**src/rtl/acc_unit_pkg.sv**
```systemverilog
// Shared encodings for the accumulator stage: ALU control codes, phase names,
// OPR codes and accumulator-group OPA codes, plus the two-word instruction test.
package acc_unit_pkg;

    localparam logic [2:0] ALU_OP_PASS  = 3'd0;
    localparam logic [2:0] ALU_OP_ADD   = 3'd1;
    localparam logic [2:0] ALU_OP_ROL   = 3'd2;
    localparam logic [2:0] ALU_OP_ROR   = 3'd3;
    localparam logic [2:0] ALU_OP_DEC_A = 3'd4;
    localparam logic [2:0] ALU_OP_LG2_1 = 3'd5;

    localparam logic [2:0] ALU_IN0_ACC  = 3'd0;
    localparam logic [2:0] ALU_IN0_REG  = 3'd1;
    localparam logic [2:0] ALU_IN0_DATA = 3'd2;
    localparam logic [2:0] ALU_IN0_ZERO = 3'd3;

    localparam logic [1:0] ALU_IN1_REG  = 2'd0;
    localparam logic [1:0] ALU_IN1_NREG = 2'd1;
    localparam logic [1:0] ALU_IN1_ONE  = 2'd2;
    localparam logic [1:0] ALU_IN1_K14  = 2'd3;

    localparam logic [1:0] ALU_CIN_CARRY  = 2'd0;
    localparam logic [1:0] ALU_CIN_NCARRY = 2'd1;
    localparam logic [1:0] ALU_CIN_ZERO   = 2'd2;
    localparam logic [1:0] ALU_CIN_ONE    = 2'd3;

    localparam logic [2:0] PH_A1 = 3'd0;
    localparam logic [2:0] PH_A2 = 3'd1;
    localparam logic [2:0] PH_A3 = 3'd2;
    localparam logic [2:0] PH_M1 = 3'd3;
    localparam logic [2:0] PH_M2 = 3'd4;
    localparam logic [2:0] PH_X1 = 3'd5;
    localparam logic [2:0] PH_X2 = 3'd6;
    localparam logic [2:0] PH_X3 = 3'd7;

    typedef enum logic [3:0] {
        OPR_NOP     = 4'h0,
        OPR_JCN     = 4'h1,
        OPR_FIM_SRC = 4'h2,
        OPR_FIN_JIN = 4'h3,
        OPR_JUN     = 4'h4,
        OPR_JMS     = 4'h5,
        OPR_INC     = 4'h6,
        OPR_ISZ     = 4'h7,
        OPR_ADD     = 4'h8,
        OPR_SUB     = 4'h9,
        OPR_LD      = 4'hA,
        OPR_XCH     = 4'hB,
        OPR_BBL     = 4'hC,
        OPR_LDM     = 4'hD,
        OPR_IO_GRP  = 4'hE,
        OPR_ACC_GRP = 4'hF
    } opr_t;

    localparam logic [3:0] ACC_CLB = 4'h0;
    localparam logic [3:0] ACC_CLC = 4'h1;
    localparam logic [3:0] ACC_IAC = 4'h2;
    localparam logic [3:0] ACC_CMC = 4'h3;
    localparam logic [3:0] ACC_CMA = 4'h4;
    localparam logic [3:0] ACC_RAL = 4'h5;
    localparam logic [3:0] ACC_RAR = 4'h6;
    localparam logic [3:0] ACC_TCC = 4'h7;
    localparam logic [3:0] ACC_DAC = 4'h8;
    localparam logic [3:0] ACC_TCS = 4'h9;
    localparam logic [3:0] ACC_STC = 4'hA;
    localparam logic [3:0] ACC_DAA = 4'hB;
    localparam logic [3:0] ACC_KBP = 4'hC;

    // JCN, JUN, JMS, ISZ and FIM (OPR=2 with even OPA) carry a second instruction word.
    function automatic logic is_two_word(input logic [3:0] opr, input logic [3:0] opa);
        return (opr == OPR_JCN) || (opr == OPR_JUN) || (opr == OPR_JMS) ||
               (opr == OPR_ISZ) || ((opr == OPR_FIM_SRC) && !opa[0]);
    endfunction

endpackage

```
**src/rtl/acc_unit_cycle_timer.sv**
```systemverilog
// Eight-phase instruction-cycle counter; sync forces the next phase to A1.
module cycle_timer
    import acc_unit_pkg::*;
(
    input  logic       clk,
    input  logic       rst_n,
    input  logic       sync,
    output logic [2:0] phase
);

    logic [2:0] phase_reg;
    logic [2:0] phase_next;

    always_comb begin
        phase_next = sync ? PH_A1 : phase_reg + 3'd1;
    end

    // Reset parks at X3 so the first clock after release lands on A1.
    always_ff @(posedge clk or negedge rst_n) begin
        if (!rst_n) begin
            phase_reg <= PH_X3;
        end else begin
            phase_reg <= phase_next;
        end
    end

    assign phase = phase_reg;

endmodule

```
**src/rtl/acc_unit.sv**
```systemverilog
// Accumulator/carry stage around the 4-bit ALU: OPR/OPA latching, ALU control decode
// and X2 writeback. Define ACC_ASSERT_EN to enable simulation-only protocol assertions.
module acc_unit
    import acc_unit_pkg::*;
(
    input  logic       clk,
    input  logic       rst_n,
    input  logic       sync,
    input  logic [3:0] data_in,
    input  logic [3:0] regval,
    input  logic [4:0] alu_result,
    output logic [2:0] alu_op,
    output logic [2:0] alu_in0_sel,
    output logic [1:0] alu_in1_sel,
    output logic [1:0] alu_cin_sel,
    output logic [3:0] alu_data,
    output logic [3:0] acc,
    output logic       carry,
    output logic       reg_we,
    output logic [3:0] reg_wdata,
    output logic [2:0] phase
);

    logic [2:0] phase_cur;
    logic [3:0] opr_reg, opa_reg;
    logic [3:0] acc_reg, acc_next;
    logic       carry_reg, carry_next;
    logic       second_word_reg;
    logic       reg_we_reg, reg_we_next;
    logic [3:0] reg_wdata_reg, reg_wdata_next;
    logic [3:0] opr_eff, opa_eff;
    logic       in_exec;

    cycle_timer u_cycle_timer (
        .clk   (clk),
        .rst_n (rst_n),
        .sync  (sync),
        .phase (phase_cur)
    );

    // The operand word of a two-word instruction must not execute as an opcode.
    assign opr_eff = second_word_reg ? 4'(OPR_NOP) : opr_reg;
    assign opa_eff = second_word_reg ? 4'h0 : opa_reg;
    assign in_exec = (phase_cur == PH_X1) || (phase_cur == PH_X2);

    always_comb begin
        alu_op      = ALU_OP_PASS;
        alu_in0_sel = ALU_IN0_ACC;
        alu_in1_sel = ALU_IN1_REG;
        alu_cin_sel = ALU_CIN_CARRY;
        if (in_exec) begin
            case (opr_eff)
                OPR_ADD: alu_op = ALU_OP_ADD;
                OPR_SUB: begin
                    alu_op      = ALU_OP_ADD;
                    alu_in1_sel = ALU_IN1_NREG;
                    alu_cin_sel = ALU_CIN_NCARRY;
                end
                OPR_INC: begin
                    alu_op      = ALU_OP_ADD;
                    alu_in0_sel = ALU_IN0_REG;
                    alu_in1_sel = ALU_IN1_ONE;
                    alu_cin_sel = ALU_CIN_ZERO;
                end
                OPR_LD, OPR_XCH: alu_in0_sel = ALU_IN0_REG;
                OPR_LDM:         alu_in0_sel = ALU_IN0_DATA;
                OPR_ACC_GRP: begin
                    case (opa_eff)
                        ACC_IAC: begin
                            alu_op      = ALU_OP_ADD;
                            alu_in1_sel = ALU_IN1_ONE;
                            alu_cin_sel = ALU_CIN_ZERO;
                        end
                        ACC_DAC: begin
                            alu_op      = ALU_OP_ADD;
                            alu_in1_sel = ALU_IN1_K14;
                            alu_cin_sel = ALU_CIN_ONE;
                        end
                        ACC_RAL: alu_op = ALU_OP_ROL;
                        ACC_RAR: alu_op = ALU_OP_ROR;
                        ACC_DAA: alu_op = ALU_OP_DEC_A;
                        ACC_KBP: alu_op = ALU_OP_LG2_1;
                        default: alu_op = ALU_OP_PASS;
                    endcase
                end
                default: alu_op = ALU_OP_PASS;
            endcase
        end
    end

    // A sync during X2 abandons the instruction, so the writeback edge is suppressed.
    always_comb begin
        acc_next       = acc_reg;
        carry_next     = carry_reg;
        reg_we_next    = 1'b0;
        reg_wdata_next = reg_wdata_reg;
        if ((phase_cur == PH_X2) && !sync) begin
            case (opr_eff)
                OPR_ADD, OPR_SUB: begin
                    acc_next   = alu_result[3:0];
                    carry_next = alu_result[4];
                end
                OPR_LD, OPR_LDM: acc_next = alu_result[3:0];
                OPR_XCH: begin
                    acc_next       = alu_result[3:0];
                    reg_we_next    = 1'b1;
                    reg_wdata_next = acc_reg;
                end
                OPR_INC: begin
                    reg_we_next    = 1'b1;
                    reg_wdata_next = alu_result[3:0];
                end
                OPR_ACC_GRP: begin
                    case (opa_eff)
                        ACC_CLB: begin
                            acc_next   = 4'h0;
                            carry_next = 1'b0;
                        end
                        ACC_CLC: carry_next = 1'b0;
                        ACC_IAC, ACC_RAL, ACC_RAR, ACC_DAC, ACC_DAA: begin
                            acc_next   = alu_result[3:0];
                            carry_next = alu_result[4];
                        end
                        ACC_CMC: carry_next = ~carry_reg;
                        ACC_CMA: acc_next = ~acc_reg;
                        ACC_TCC: begin
                            acc_next   = {3'b000, carry_reg};
                            carry_next = 1'b0;
                        end
                        ACC_TCS: begin
                            acc_next   = carry_reg ? 4'd10 : 4'd9;
                            carry_next = 1'b0;
                        end
                        ACC_STC: carry_next = 1'b1;
                        ACC_KBP: acc_next = alu_result[3:0];
                        default: acc_next = acc_reg;
                    endcase
                end
                default: acc_next = acc_reg;
            endcase
        end
    end

    always_ff @(posedge clk or negedge rst_n) begin
        if (!rst_n) begin
            opr_reg         <= 4'h0;
            opa_reg         <= 4'h0;
            acc_reg         <= 4'h0;
            carry_reg       <= 1'b0;
            second_word_reg <= 1'b0;
            reg_we_reg      <= 1'b0;
            reg_wdata_reg   <= 4'h0;
        end else begin
            if (phase_cur == PH_M1) opr_reg <= data_in;
            if (phase_cur == PH_M2) opa_reg <= data_in;
            if (phase_cur == PH_X3) begin
                second_word_reg <= second_word_reg ? 1'b0 : is_two_word(opr_reg, opa_reg);
            end
            acc_reg       <= acc_next;
            carry_reg     <= carry_next;
            reg_we_reg    <= reg_we_next;
            reg_wdata_reg <= reg_wdata_next;
        end
    end

    assign alu_data  = opa_reg;
    assign acc       = acc_reg;
    assign carry     = carry_reg;
    assign reg_we    = reg_we_reg;
    assign reg_wdata = reg_wdata_reg;
    assign phase     = phase_cur;

`ifdef ACC_ASSERT_EN
    logic running_reg;

    always_ff @(posedge clk or negedge rst_n) begin
        if (!rst_n) begin
            running_reg <= 1'b0;
        end else if (sync && (phase_cur == PH_X3)) begin
            running_reg <= 1'b1;
        end
    end

    a_alu_known: assert property (@(posedge clk) disable iff (!rst_n)
        ((phase_cur == PH_X2) && !second_word_reg) |-> !$isunknown(alu_result));

    a_sync_period: assert property (@(posedge clk) disable iff (!rst_n)
        (sync && running_reg) |-> (phase_cur == PH_X3));

    a_reg_we_window: assert property (@(posedge clk) disable iff (!rst_n)
        reg_we_reg |-> (phase_cur == PH_X3));
`endif

endmodule

```
**config.mk**
```make
export PLATFORM = sky130hd
export DESIGN_NAME = acc_unit
export DESIGN_NICKNAME = d
export VERILOG_FILES = /design/src/rtl/acc_unit_pkg.sv /design/src/rtl/acc_unit_cycle_timer.sv /design/src/rtl/acc_unit.sv
export SDC_FILE = /design/constraint.sdc
export NUM_CORES = 1
export LEC_CHECK = 0
export CORE_MARGIN = 3
export CORE_UTILIZATION = 51
export CTS_CLUSTER_DIAMETER = 100
export CTS_CLUSTER_SIZE = 25
export DETAILED_ROUTE_END_ITERATION = 8
export GPL_TIMING_DRIVEN = 0
export PLACE_DENSITY = 0.84
export SYNTH_ARGS = -nofsm -noshare
export SYNTH_HDL_FRONTEND = slang
export SYNTH_SLANG_ARGS = --single-unit
```
**constraint.sdc**
```tcl
create_clock -name clk -period 3.3 [get_ports clk]
set_clock_uncertainty 0.2 [all_clocks]
set_input_delay 0.825 -clock clk [delete_from_list [all_inputs] [get_ports clk]]
set_output_delay 0.825 -clock clk [all_outputs]
set_load 0.01 [all_outputs]
```
==> After elaboration in Yosys (flattened, before gate mapping) <==
Index checks and enable logic that the tools add are counted.
{ "totals": {"ram_bits": 0, "ff_bits": 22, "romBits": 0, "memories": 0, "inputBits": 16, "latch_bits": 0} }
{ "op_classes": {"n_mul": 0, "n_lt_le_gt_ge": 0, "add_sub_neg": 1, "shifts": 0, "div_mod_pow": 0, "reduce_logical": 25, "mux": 20, "n_eq_ne": 31, "bitwise_logic": 2} }
{ "op_table": {"columns": ["cell", "count"], "rows": [
  ["equality test 4 bit, second input constant", 11],
  ["equality test 4 x 3 -> 1 bit, second input constant", 8],
  ["case mux 4 bit (5 select lines)", 1],
  ["case mux 4 bit (2 select lines)", 2],
  ["case mux 3 bit (5 select lines)", 1],
  ["equality test 3 bit, second input constant", 4],
  ["equality test 4 x 2 -> 1 bit, second input constant", 3],
  ["OR reduction 5 bit", 2],
  ["equality test 4 x 1 -> 1 bit, second input constant", 2],
  ["2-to-1 mux 4 bit", 2],
  ["case mux 2 bit (2 select lines)", 2],
  ["2-to-1 mux 2 bit", 3],
  ["2-to-1 mux 3 bit", 2],
  ["!= test 6 x 5 -> 1 bit, second input constant", 1],
  ["case mux 2 bit (3 select lines)", 1],
  ["case mux 3 bit (2 select lines)", 1],
  ["AND reduction 3 bit", 2],
  ["nonzero test 2 bit", 3],
  ["OR reduction 2 bit", 3],
  ["OR reduction 3 bit", 2],
  ["OR reduction 6 bit", 1],
  ["logical OR 1 bit", 5],
  ["!= test 5 bit, second input constant", 1],
  ["logical NOT 4 bit", 1],
  ["other kinds (11)", 15]
]} }

==> Longest topological paths before layout <==
Gate-level depths: netlist of the first run.
{ "logic_depth": {"word_depth": 6, "mapped_depth": 8, "depth_no_buf": 7} }

==> Modules after synthesis <==
From an unflattened synthesis of the first run, not the netlist that was laid out.
{ "unflattened": {"cells_unflattened": 166, "hier_area_um2": 1457.6} }
{ "by_module_without_submodules": {"columns": ["mod", "area_each_um2", "cells_each", "seq_area_each_um2", "n_inst"], "rows": [
  ["acc_unit", 1343.8, 158, 475.5, 1],
  ["cycle_timer", 113.9, 8, 78.8, 1]
]} }

==> Least setup slack after synthesis of the first run <==
OpenSTA, ideal clock, no wires.
{ "synth_timing": {"path_type": "register -> output", "startpoint": "register second_word_reg", "endpoint": "output port alu_op[1]", "required_time_ns": 2.275, "arrival_time_ns": 1.654, "slack_ns": 0.621, "path_stages_with_launch": 6, "n_path_buf": 2, "path_cell_list": "dfrtp_1 -> buf_6 -> nand2b_4 -> or2_0 -> buf_6 -> a2111oi_0"} }
{ "synth_between": {"elab_chain_len": 6, "word_cells_on_any_way": 17, "cone_classes": "eq/ne (10); mux (5); reduce/logical (2)"} }
{ "synth_lines": {"columns": ["element", "line", "source"], "rows": [
  ["start: declaration", "acc_unit.sv:28", "logic second_word_reg;"],
  ["start signal: assignment", "acc_unit.sv:157", "second_word_reg <= second_word_reg ? 1'b0 : is_two_word(opr_reg, opa_reg);"],
  ["2-to-1 mux 4 bit", "acc_unit.sv:43", "assign opa_eff = second_word_reg ? 4'h0 : opa_reg;"],
  ["equality test 4 x 2 -> 1 bit / equality test 4 bit (equally long branches)", "acc_unit.sv:68", "case (opa_eff)"],
  ["OR reduction 2 bit (no source line)", null, null],
  ["case mux 3 bit (5 select lines)", "acc_unit.sv:68", null],
  ["case mux 3 bit (2 select lines) *", "acc_unit.sv:52", "case (opr_eff)"],
  ["2-to-1 mux 3 bit *", "acc_unit.sv:51", "if (in_exec) begin"],
  ["end: declaration", "acc_unit.sv:12", "output logic [2:0] alu_op,"]
]} }
Mark *: on every way between the ends. The rest lies on a longest branch, timed or not.

==> Worst setup path in the final report of the first run <==
{ "layout_timing": {"startpoint": "register second_word_reg", "endpoint": "output port alu_cin_sel[0]"} }
{ "layout_between": {"elab_chain_len": 5, "word_cells_on_any_way": 10, "cone_classes": "eq/ne (5); mux (5)"} }
{ "layout_lines": {"columns": ["element", "line", "source"], "rows": [
  ["2-to-1 mux 4 bit", "acc_unit.sv:43", null],
  ["equality test 4 bit / equality test 4 x 2 -> 1 bit (equally long branches)", "acc_unit.sv:68", null],
  ["case mux 2 bit (2 select lines)", "acc_unit.sv:68", null],
  ["case mux 2 bit (3 select lines) *", "acc_unit.sv:52", null],
  ["2-to-1 mux 2 bit *", "acc_unit.sv:51", null],
  ["end: declaration", "acc_unit.sv:15", "output logic [1:0] alu_cin_sel,"]
]} }
Marks and branches as above.

==> flow_summary.ini, run 1 <==
[global_routing]
antenna_found_initial = 0
grt_pass1_wl_mm = 6.53
grt_max_degree = 23
grt_pass1_vias = 1372
grt_use_total_pct = 23.9
grt_remaining_overflow = 0

[power_and_ir_drop]
seqPwrFrac_pct = 34.3
combPwrFrac_pct = 54.3
pwr-share-clk_pct = 11.4
peakVddDrop_v = 0.000458
p_sw_share_pct = 43.5
power.internal_uw = 743
p_switching_uw = 572
p_leak_nw = 0.814
power_density_nw_per_um2 = 649

[worst_setup_path]
cp.arrival_ns = 2.17
cp.required_ns = 2.27
worst-setup-path-type = reg2out
cp-end-kind = output port
cp_max_fo = 10
startpoint_type = flop

[clocking]
cts_num_sinks = 22
htreeDepth = 1
cts_hold_buf = 0
root_buffer = clkbuf_4
worstSkewPairLatency_ns = 0.31
cts_tree = yes
cts_buffers = 3
cts.clk_slew.worst_paths_ns = 0.12
clockBufferDepth = 2

[route]
vias_per_cell = 6.10
vias = 1459
drc = 0
drt-total-wl_mm = 4.06
first_pass_iters = 4
first_iter_violations = 74
avgRoutedWirePerCell_um = 17.0
ant_nets = 0

[sta]
setup_viol = 0
period_needed_ns = 3.20
whs_ns = 0.339
period_share_pct = 96.9
slew_headroom_pct = 32.7
hold_viol = 0
slew_violations = 0
rsz0062_at_grt = yes
worstMarginPinSlew_ns = 1.01
fmax_ghz = 0.313

[placement]
numPortBuffers = 37
dp_cells = 233
hpwl_mm = 3.00
placed_area_um2 = 1930
gp_congestion = 0.876

[floorplan]
dieHeight_um = 60.5
coreArea_um2 = 2810
num_rows = 19
io_pins = 43
dieWidth_um = 60.5
dieArea_um2 = 3660
initial_core_util_pct = 54.1

[logic_synthesis]
syn_area_per_cell_um2 = 9.19
synthTopCellsByArea = dfrtp_1 31%, mux2_2 5.9%, dfstp_2 5.2%
syn_nets = 187
ys_warn_count = 0
synth_enable_flop_cells = 0
syn_area_um2 = 1520
syn_inst = 165
synth-main-ff-cell = dfrtp_1
yosys-top-cells-count = 19 x dfrtp_1, 19 x nor2_1, 12 x a21oi_1
async_flop_share_pct = 100
ys_ff_latch = 22
yosysTopAreaCellShare_pct = 31.4
yosys.area.top_type = dfrtp_1
synth_cell_types = 46
seq_area_frac_synth_pct = 36.6

[run]
max_cap_viol_count = 0

[final_layout]
syn2layout_area_growth_pct = 33.7
layout.cells.non_filler = 239
diodes = 0
post-route-util_pct = 72.3
fillers = 219
drive_gt1_share_pct = 24.0
fin_nets = 231
fin_area_um2 = 2030

[worst_hold_path]
min_path_type = reg2reg

[status]
outcome = complete, no violations
-- cells by family (layout without fill, tap and decap cells) --
family,count (synthesis),in the layout,share of synthesized area (%)
simple gates,65,65,23.7
mux,14,14,10.2
fa+ha+maj,6,6,4.95
compound gates,38,38,17.2
other cells,1,1,0.247
xor+xnor,1,1,0.578
buf+inv,18,61,6.60
flops,22,22,36.6
-- metrics by stage --
step | setup WS [ns] | total power [mW] | TNS (ns)
6_report | 0.104 | 1.32 | 0
5_1_grt | -0.0104 | 1.41 | -0.0104
4_1_cts | -0.00657 | 1.26 | -0.00657
3_5_place_dp | -0.00634 | 1.09 | -0.00634
3_3_place_gp | 0.0617 | 1.06 | 0
2_1_floorplan | 0.621 | 0.878 | 0
-- area by class of cell --
cell class	instances	area (µm²)	area share, %
sequential	22	559	27.6
inverter	8	30.0	1.48
multi-input combinational	125	911	44.9
buffer	9	70.1	3.46
clock buffer	4	36.3	1.79
timing repair buffer	40	382	18.8
tap	31	38.8	1.91
-- path summary, 6_finish.rpt --
path | depth (start not counted) | slack, ns | start | to
max in group asynchronous | 1 | 1.38 | rst_n | alu_data[0]$_DFFE_PN0N_
min | 2 | 0.34 | reg_wdata[1]$_DFFE_PN0P_ | reg_wdata[1]$_DFFE_PN0P_
max | 8 | 0.10 | second_word_reg$_DFFE_PN0N_ | alu_cin_sel[0]
min reg2reg | 2 | 0.34 | reg_wdata[1]$_DFFE_PN0P_ | reg_wdata[1]$_DFFE_PN0P_
min in group asynchronous | 1 | 0.85 | rst_n | acc[3]$_DFFE_PN0P_
max reg2reg | 6 | 1.09 | u_cycle_timer.phase[1]$_DFF_PN1_ | acc[0]$_DFFE_PN0P_
-- cell usage in the layout, fill, tap and decap left out, drive strengths merged, types with 3 or more instances in the layout --
master and instances:
a21oi 12, buf 13, clkbuf 5, clkdlybuf4s50 32, dfrtp 19, dfstp 3
dlygate4sd2 3, ha 6, inv 8, mux2 9, mux2i 5, nand2 11
nand2b 9, nand3 3, nor2 19, nor2b 3, nor3 4, nor4 5
nor4b 3, o21ai 7, o22ai 4, o31ai 3
-- timing repair --
action | CTS | global route
buffers inserted | 1 | 2
endpoints found under the setup margin | 9 | 7
pin swaps | 2 | 2
gates resized for setup | 13 | 14
-- layer usage --
metal	GRT usage (%)	wire, µm	vias to the layer above
met1	30.3	1680	721
li1	-	-	671
met4	9.91	92	0
met3	2.13	195	11
met2	41.8	2100	56
met5	0	0	-
-- power groups by stage --
| stage | registers [mW] | clock network (mW) | logic (mW) |
|---|---|---|---|
| 2_1_floorplan | 0.424 | 0 | 0.454 |
| 3_3_place_gp | 0.424 | 0 | 0.638 |
| 3_5_place_dp | 0.433 | 0 | 0.662 |
| 4_1_cts | 0.445 | 0.153 | 0.665 |
| 5_1_grt | 0.463 | 0.168 | 0.784 |
| 6_report | 0.451 | 0.150 | 0.714 |
-- critical path, cell delays in order (launching register included) --
cell           delay (ns)
dfrtp_1              0.40
buf_6                0.15
nand2b_4             0.17
or2_1                0.25
buf_6                0.15
nor4_2               0.22
a21oi_1              0.07
nor2_1               0.16
dlygate4sd2_1        0.29
No activity file was read; power rests on OpenSTA's default activity.
==> run 2: changes to the inputs <==
CELL_PAD_IN_SITES_DETAIL_PLACEMENT = 2   (was not set)
CELL_PAD_IN_SITES_GLOBAL_PLACEMENT = 2   (was not set)
CORE_UTILIZATION = 30   (was 51)
PLACE_DENSITY = 0.83   (was 0.84)
==> run 2 against run 1 <==
Final cell count grew 15%. Sequential share of layout area shrank 1.6 points. Core utilization shrank 28 points. Power grew 17%. Register-to-register slack lost 0.05 ns. Hold slack lost 0.0042 ns. Routed wire length grew 45%. Maximum frequency shrank 0.30%. Global-route usage shrank 3.7 points. Clock power grew 76%.
==> flow_summary.ini, run 2 (synthesis results as in run 1) <==
[final_layout]
fin_nets = 232
fin_area_um2 = 2150
diodes = 0
layout_common_cells = 33 x clkdlybuf4s50_1, 17 x nor2_1, 16 x dfrtp_1, 12 x a21oi_1, 11 x nand2_1
layout.cells.non_filler = 276
syn2layout_area_growth_pct = 41.5
post-route-util_pct = 44.5
fillers = 554
final_common_cell = clkdlybuf4s50_1
drive_gt1_share_pct = 23.9

[run]
max_cap_viol_count = 0

[worst_setup_path]
startpoint_type = flop
reg2reg_from = u_cycle_timer.phase[1]$_DFF_PN1_
cp.arrival_ns = 2.18
cp.required_ns = 2.27
r2r_cells = 6
worst-setup-path-type = reg2out
startpoint = second_word_reg$_DFFE_PN0N_
cp_max_fo = 10
r2r_slack_ns = 1.04
cp-end-kind = output port
r2r_end = acc[1]$_DFFE_PN0P_

[worst_hold_path]
min_to = u_cycle_timer.phase[0]$_DFF_PN1_
holdPathStages = 1
hold_path.startpoint = u_cycle_timer.phase[0]$_DFF_PN1_
min_path_type = reg2reg

[floorplan]
dieHeight_um = 77.1
dieArea_um2 = 5940
dieWidth_um = 77.1
coreArea_um2 = 4820
initial_core_util_pct = 31.5
num_rows = 25
io_pins = 43

[status]
outcome = complete, no violations

[sta]
setup_ws_ns = 0.0943
fin_setup_tns_ns = 0
setup_viol = 0
hold_viol = 0
slew_violations = 0
fmax_ghz = 0.312
period_needed_ns = 3.21
worstMarginPinSlew_ns = 1.04
slew_headroom_pct = 30.3
period_share_pct = 97.1

[clocking]
clockBufferDepth = 2
cts_tree = yes
htreeDepth = 1
worstSkewPairLatency_ns = 0.27
cts_num_sinks = 22
cts.clk_slew.worst_paths_ns = 0.09
cts_hold_buf = 0
cts_buffers = 3
root_buffer = clkbuf_8

[global_routing]
grt_pass1_wl_mm = 9.35
grt_remaining_overflow = 0
grt_use_total_pct = 20.2
grt_pass1_vias = 1695
grt_max_degree = 23
antenna_found_initial = 0

[route]
ant_nets = 0
vias = 1486
first_pass_iters = 4
drt-total-wl_mm = 5.89
drc = 0
avgRoutedWirePerCell_um = 21.4
vias_per_cell = 5.38
first_iter_violations = 68

[placement]
hpwl_mm = 4.07
dp_cells = 269
gp_congestion = 0.799
placed_area_um2 = 1970
pre_cts_ws_ns = -0.111
numPortBuffers = 37

[power_and_ir_drop]
power_density_nw_per_um2 = 716
p_leak_nw = 0.837
peakVddDrop_v = 0.000228
## run 2: metrics by stage
step / total power, mW / hold slack, ns
final: 1.54 / 0.335
after global routing: 1.63 / 0.372
after CTS: 1.46 / 0.344
after detailed placement: 1.14 / 0.321
after global placement: 1.09 / 0.295
after floorplan: 0.878 / 0.300
## run 2: power by group
group          leakage [nW]  internal, mW  switching [mW]  total (mW)
Clock                0.0357         0.162           0.102       0.264
Combinational         0.526         0.362           0.459       0.820
Sequential            0.275         0.334           0.118       0.452
Total                 0.837         0.857           0.679        1.54
## run 2: per-layer routing
metal	global-route usage [%]	vias up	part of all wire, %
met5	0	-	0
met4	8.54	0	2.2
met3	2.70	11	2.2
met2	37.1	28	55
met1	23.3	770	40
li1	-	677	-
## run 2: final cells by class
type	count	area (µm²)	share of cell area [%]
Clock inverter	1	30.0	1.40
Tap cell	67	83.8	3.91
Buffer	10	85.1	3.97
Clock buffer	3	41.3	1.92
Timing Repair Buffer	40	383	17.8
Sequential cell	22	558	26.0
Inverter	8	33.8	1.57
Multi-Input combinational cell	125	931	43.4
## run 2: how the worst max path moves through the flow
stage / to / slack [ns] / cells past startpoint
after floorplan: alu_op[1] / 0.62 / 5
after global placement: alu_in1_sel[1] / -0.002 / 7
after detailed placement: alu_in1_sel[1] / -0.11 / 7
after CTS: alu_in1_sel[1] / 0.0007 / 6
after global routing: alu_op[0] / -0.03 / 8
final: alu_op[0] / 0.09 / 6
## run 2: what timing repair did
action | 4_1_cts | 5_1_grt
endpoints found under the hold margin | 0 | 0
gates resized for setup | 13 | 16
setup endpoints to repair | 9 | 6
pin swaps | 2 | 2
setup buffers | 2 | 1
## run 2: worst max-delay path, cell delays in order (launching register included)
cell             delay (ns)
dfrtp_1                0.39
buf_6                  0.16
nand2b_4               0.19
nor3_1                 0.37
nor2_1                 0.10
a21oi_1                0.16
clkdlybuf4s50_1        0.55
